<file path="src/rtl/counter_pkg.sv">
// rtl/counter_pkg.sv - shared constants and load clamp helper for updown_counter_param
package counter_pkg;

    // Boundary behaviour selector for the SATURATE parameter
    localparam int CNT_MODE_WRAP = 0;
    localparam int CNT_MODE_SAT  = 1;

    // Direction encoding of the up input
    localparam logic CNT_DIR_UP   = 1'b1;
    localparam logic CNT_DIR_DOWN = 1'b0;

    // Limit a load value to the highest legal count; operands are zero-extended by the caller
    function automatic logic [31:0] clamp_to_max(input logic [31:0] val, input logic [31:0] max_val);
        return (val > max_val) ? max_val : val;
    endfunction

endpackage

</file>
<file path="src/rtl/counter_next_calc.sv">
// rtl/counter_next_calc.sv - combinational next-count, boundary and terminal-count logic
module counter_next_calc
    import counter_pkg::*;
#(
    parameter int               WIDTH    = 3,
    parameter logic [WIDTH-1:0] MAX_Q    = '1,
    parameter int               SATURATE = CNT_MODE_WRAP
) (
    input  logic [WIDTH-1:0] q,
    input  logic             up,
    input  logic             en,
    output logic [WIDTH-1:0] next_q,
    output logic             boundary_hit,
    output logic             tc
);

    // Step one count in the selected direction; the boundary compare happens before
    // any arithmetic so no intermediate value ever exceeds MAX_Q
    always_comb begin
        next_q       = q;
        boundary_hit = 1'b0;
        if (en) begin
            if (up == CNT_DIR_UP) begin
                if (q == MAX_Q) begin
                    boundary_hit = 1'b1;
                    if (SATURATE == CNT_MODE_WRAP) begin
                        next_q = '0;
                    end
                end else begin
                    next_q = q + WIDTH'(1);
                end
            end else begin
                if (q == '0) begin
                    boundary_hit = 1'b1;
                    if (SATURATE == CNT_MODE_WRAP) begin
                        next_q = MAX_Q;
                    end
                end else begin
                    next_q = q - WIDTH'(1);
                end
            end
        end
    end

    // Terminal count is exactly the condition that produces a boundary event on the next edge
    assign tc = boundary_hit;

endmodule

</file>
<file path="src/rtl/updown_counter_param.sv">
// rtl/updown_counter_param.sv - parametrised up/down counter; UPDOWN_COUNTER_OVF_STICKY_EN adds ovf_sticky
module updown_counter_param
    import counter_pkg::*;
#(
    parameter int              WIDTH    = 3,
    parameter longint unsigned MAX_VAL  = (64'd1 << WIDTH) - 64'd1,
    parameter int              SATURATE = CNT_MODE_WRAP
) (
    input  logic             clk,
    input  logic             rst,
    input  logic             en,
    input  logic             up,
    input  logic             clr,
    input  logic             load,
    input  logic [WIDTH-1:0] load_val,
    output logic [WIDTH-1:0] q,
    output logic             tc,
    output logic             wrap
`ifdef UPDOWN_COUNTER_OVF_STICKY_EN
    ,
    output logic             ovf_sticky
`endif
);

    // Reject illegal configurations at elaboration rather than building a silently wrong counter
    generate
        if (WIDTH < 1 || WIDTH > 32) begin : g_bad_width
            $error("updown_counter_param: WIDTH must be in 1..32");
        end
        if (MAX_VAL < 64'd1 || MAX_VAL > ((64'd1 << WIDTH) - 64'd1)) begin : g_bad_max
            $error("updown_counter_param: MAX_VAL must be in 1..2**WIDTH-1");
        end
        if (SATURATE != CNT_MODE_WRAP && SATURATE != CNT_MODE_SAT) begin : g_bad_mode
            $error("updown_counter_param: SATURATE must be 0 or 1");
        end
    endgenerate

    localparam logic [WIDTH-1:0] MAX_Q = MAX_VAL[WIDTH-1:0];

    logic [WIDTH-1:0] next_q;
    logic [WIDTH-1:0] load_q;
    logic             boundary_hit;

    counter_next_calc #(
        .WIDTH    (WIDTH),
        .MAX_Q    (MAX_Q),
        .SATURATE (SATURATE)
    ) u_next_calc (
        .q            (q),
        .up           (up),
        .en           (en),
        .next_q       (next_q),
        .boundary_hit (boundary_hit),
        .tc           (tc)
    );

    assign load_q = WIDTH'(clamp_to_max(32'(load_val), 32'(MAX_Q)));

    // Count register and wrap pulse with clr > load > en > hold priority
    always_ff @(posedge clk or negedge rst) begin
        if (!rst) begin
            q    <= '0;
            wrap <= 1'b0;
        end else if (clr) begin
            q    <= '0;
            wrap <= 1'b0;
        end else if (load) begin
            q    <= load_q;
            wrap <= 1'b0;
        end else if (en) begin
            q    <= next_q;
            wrap <= boundary_hit;
        end else begin
            wrap <= 1'b0;
        end
    end

`ifdef UPDOWN_COUNTER_OVF_STICKY_EN
    // Sticky overflow: set alongside every wrap pulse, survives load, cleared only by clr or reset
    always_ff @(posedge clk or negedge rst) begin
        if (!rst) begin
            ovf_sticky <= 1'b0;
        end else if (clr) begin
            ovf_sticky <= 1'b0;
        end else if (!load && boundary_hit) begin
            ovf_sticky <= 1'b1;
        end
    end
`endif

endmodule

</file>
<file path="config.mk">
export PLATFORM = sky130hd
export DESIGN_NAME = updown_counter_param
export DESIGN_NICKNAME = d
export VERILOG_FILES = /design/src/rtl/counter_pkg.sv /design/src/rtl/counter_next_calc.sv /design/src/rtl/updown_counter_param.sv
export SDC_FILE = /design/constraint.sdc
export NUM_CORES = 1
export LEC_CHECK = 0
export ABC_AREA = 1
export CORE_AREA = 2 2 39 41
export CTS_BUF_LIST = sky130_fd_sc_hd__clkbuf_16
export CTS_CLUSTER_SIZE = 40
export DETAILED_ROUTE_END_ITERATION = 8
export DIE_AREA = 0 0 41 43
export GPL_ROUTABILITY_DRIVEN = 0
export PLACE_DENSITY_LB_ADDON = 0.3
export SYNTH_ARGS = -nofsm -noshare
export SYNTH_HDL_FRONTEND = slang
export SYNTH_HIERARCHICAL = 1
export SYNTH_SLANG_ARGS = --single-unit
</file>
<file path="constraint.sdc">
create_clock -name clk -period 4.2 [get_ports clk]
set_clock_uncertainty 0.2 [all_clocks]
set_input_delay 0.42 -clock clk [delete_from_list [all_inputs] [get_ports clk]]
set_output_delay 0.42 -clock clk [all_outputs]
set_load 0.02 [all_outputs]
</file>
[After elaboration in Yosys (flattened, before gate mapping)]
Index checks and enable logic that the tools add are counted.
Word-level totals
  bits in registers: 4
  bits of input ports: 9
  output and inout bits: 5
  word-level logic and storage cells: 20
Cells by class
  $add $sub $neg: 2
  equal/unequal tests: 1
  mux-type cells: 13
  reductions and logical operators: 2
Operator list (number)
  $mux 3: 6
  $mux 1: 7
  $add 3x1->3 const B: 1
  $eq 3x3->1 const B: 1
  $logic_not 3->1: 1
  $reduce_bool 3->1: 1
  $sub 3x1->3 const B: 1

[Depth between registers and ports, before layout]
  word-level depth: 7
  depth in mapped cells: 12
  gate-level depth less buffers: 12

[Modules after synthesis]
Netlist, hierarchy kept.
Modules (own cells, without submodules)
  updown_counter_param: instances 1, cells each 29, area an instance 203.9 µm²
  counter_next_calc: instances 1, cells each 32, area an instance 173.9 µm²

[Worst setup path before layout]
Ideal clock, no wire load.
  kind: flip-flop to output port
  from: reg q[0]
  to: out tc
  data arrival time: 1.258 ns
  required time: 3.580 ns
  slack: 2.322 ns
  cell stages (with the launch flop): 6
  buffers on the path: 1
  cells stage by stage: dfrtp_1 -> ha_1 -> ha_1 -> o21ai_0 -> nor2_1 -> buf_4
On the way
  word-level cells in the longest chain between the ends: 4
  elaborated cells between the ends (all ways): 6
  classes of those cells: 1 x eq/ne; 4 x mux; 1 x reduce/logical
Ends and longest elaborated chain
  start, declared: line updown_counter_param.sv:16  | output logic [WIDTH-1:0] q,
  start signal, assigned: line updown_counter_param.sv:68  | q <= load_q;
  start signal, assigned: line updown_counter_param.sv:71  | q <= next_q;
  $eq 3x3->1 or $logic_not 3->1 (tied branches): line counter_next_calc.sv:24, counter_next_calc.sv:33
  $mux 1, on equally long branches: line counter_next_calc.sv:24, counter_next_calc.sv:33
  $mux 1 *: line counter_next_calc.sv:23  | if (up == CNT_DIR_UP) begin
  $mux 1 *: line counter_next_calc.sv:22  | if (en) begin
  end, declared: line updown_counter_param.sv:17  | output logic tc,
Every way passes the cells marked *; elsewhere a longest branch is shown, timed or not.

[Worst setup path in the final report]
  from: in en
  to: out tc
On the way
  word-level cells in the longest chain between the ends: 1
Ends and longest elaborated chain
  start, declared: line updown_counter_param.sv:11  | input logic en,
  $mux 1: line counter_next_calc.sv:22
Every way passes these cells.

==> impl_metrics.ini <==
[clock_tree]
cts.hold.buffers_added = 0
clk_pin_slew_worst_paths_ns = 0.03
cts_tree = done
ctsResizeCount = 0
cts_made_buffers = 3
cts-root-buf = clkbuf_16
h-tree-depth = 1
clock-sinks = 4
insertion_delay_ns = 0.22
clk_path_buf_depth = 2
cts_setup_buffers = 0

[sta]
slew_viol_final = 0
finalCriticalPeriod_ns = 2.51
max_slew.worst_pin.slew_ns = 0.226
fin_crit_sh_pct = 59.8
hold_viol = 0
maxSlewHeadroom_pct = 84.9
rsz0062_at_grt = no
max_freq_mhz = 398
finalSetupTns_ns = 0
finalSetupViolCount = 0

[critical_path]
worstSetupPathType = in2out
timing.rr.start = q[0]
critPathMaxStageDelay_ns = 0.62
crit_required_ns = 3.58
critical-path-top-delay-family = buffers and inverters
r2r-end = q[2]
arrival_ns = 1.89
rr_worst_depth = 10
worst_path_most_repeated_cell = clkdlybuf4s50_1
critical_path_peak_fanout = 6
timing.reg2reg.setup_slack_ns = 2.49
crit_path_top_delay_cell = clkdlybuf4s50_1
cp-start-kind = input port
crit_chain = clkdlybuf4s50_1 > o21ai_0 > nor2_1 > clkdlybuf4s50_1
worstSetupEndpointType = primary output
worst-path-buf-inv = 2

[synthesis]
ys_ff_latch = 4
postSynthCellCount = 61
synth_nets = 74
yosys_most_used_dff = dfrtp_1
synthTopCellsByArea = nand2_1, dfrtp_1, ha_1
synth_top_area_cell = nand2_1
synth_warnings = 6
async_flop_share_pct = 100
netlist.area_leader.share_pct = 30.8
yosysMostFrequentCell = nand2_1
synth_common_cells = nand2_1, inv_1, dfrtp_1, ha_1, nor2_1
synth_edf_count = 0
ys_seq_area_share_pct = 26.5
ys_types = 14
syn_avg_cell_area_um2 = 6.19
synth_area_um2 = 378

[floorplan]
die_area_mm2 = 0.00176
core_area_mm2 = 0.00138
die_h_um = 43
placementRows = 14
fp.dieW_um = 41
start_util_pct = 27.3
ioPinCount = 14

[route]
routed_wl_um = 806
first_iter_violations = 7
routed_via_density = 4.22
ant_nets = 0
vias = 388
drc = 0
dr.pass1.iters = 3
drt-wirelength-per-cell_um = 8.76

[min_path]
holdCritPathClass = in2async

[global_route]
gr-total-overflow = 0
grt_start_max_net_pins = 8
grt_pass1_wl_mm = 1.36
grt_usage_pct = 12.1
grt_pass1_vias = 365
antenna_found_initial = 0

[finish]
layout.cells.non_filler = 92
n_antenna_cell = 0
fillers = 131
fin_area_um2 = 596
syn2layout_area_growth_pct = 57.6
layout-drive-gt1-share_pct = 11.8
num-nets-final = 91

[power]
p_leak_nw = 0.315
irDropWorstVdd_uv = 162
power_density_mw_per_mm2 = 396

[status]
status = completed

[flow_run]
cap_violations = 0

[place]
dpl.hpwl_um = 650
dp_cells = 89
dpl_cell_area_um2 = 520
io_buffers = 13
cells by family (layout without fill, tap and decap cells):
| group | Yosys count | after routing | share of synthesized area, % |
|---|---|---|---|
| XOR/XNOR | 1 | 1 | 2.32 |
| buffers and inverters | 9 | 24 | 9.93 |
| adder cells (fa/ha/maj) | 4 | 4 | 13.2 |
| AND/OR/NAND/NOR | 38 | 38 | 39.4 |
| flip-flops | 4 | 4 | 26.5 |
| AO/OA/AOI/OAI | 5 | 5 | 8.61 |
routing by layer:
| metal | track usage, % | up-vias | wire length (um) |
|---|---|---|---|
| li1 | - | 216 | - |
| met1 | 13.5 | 161 | 393 |
| met2 | 16.9 | 11 | 378 |
| met3 | 3.14 | 0 | 34 |
| met4 | 12.0 | 0 | 0 |
| met5 | 0 | - | 0 |
where the power goes:
| part | leakage [nW] | total, mW | switching, mW | internal (mW) |
|---|---|---|---|---|
| sequential | 0.0537 | 0.0450 | 0.00384 | 0.0411 |
| clock | 0.0370 | 0.146 | 0.0246 | 0.121 |
| combinational | 0.225 | 0.0449 | 0.0229 | 0.0220 |
| total | 0.315 | 0.236 | 0.0513 | 0.185 |
layout by cell type, fill, tap and decap left out, drive strengths merged:
| cell type | n |
|---|---|
| inv | 8 |
| xor2 | 1 |
| clkdlybuf4s50 | 13 |
| nor2 | 5 |
| ha | 4 |
| nand2 | 32 |
| o21a | 1 |
| a21oi | 1 |
| nand3 | 1 |
| dfrtp | 4 |
| clkbuf | 3 |
| o21ai | 3 |
registers in the layout (all words and copies together), names as in the netlist:
signal / count
wrap: 1
q: 3
area by class of cell:
type / instances / area, um^2 / area share, %
well taps: 16 / 20.0 / 3.36
inverters: 8 / 30.0 / 5.04
flip-flops and latches: 4 / 100 / 16.8
repair buffers: 13 / 130 / 21.8
multi-input cells: 48 / 240 / 40.3
clock buffers: 3 / 75.1 / 12.6
how the worst max path moves through the flow:
stage          start  endpoint  slack [ns]  depth (start not counted)
6_report          en        tc        1.69                          4
5_1_grt           en        tc        1.58                          4
4_1_cts           en        tc        1.67                          4
3_5_place_dp      en        tc        1.68                          4
3_3_place_gp      en        tc        1.73                          4
2_1_floorplan   q[0]        tc        2.32                          5
through the flow:
step	util, %	setup slack (ns)	power (mW)	hold WS (ns)
detailed placement	37.6	1.68	0.0907	0.384
global route	43.0	1.58	0.248	0.220
global placement	37.6	1.73	0.0907	0.383
CTS	43.0	1.67	0.239	0.205
finish	43.0	1.69	0.236	0.199
floorplan	-	2.32	0.0714	-0.0756
Note: power is estimated with default switching activity, not from simulation.
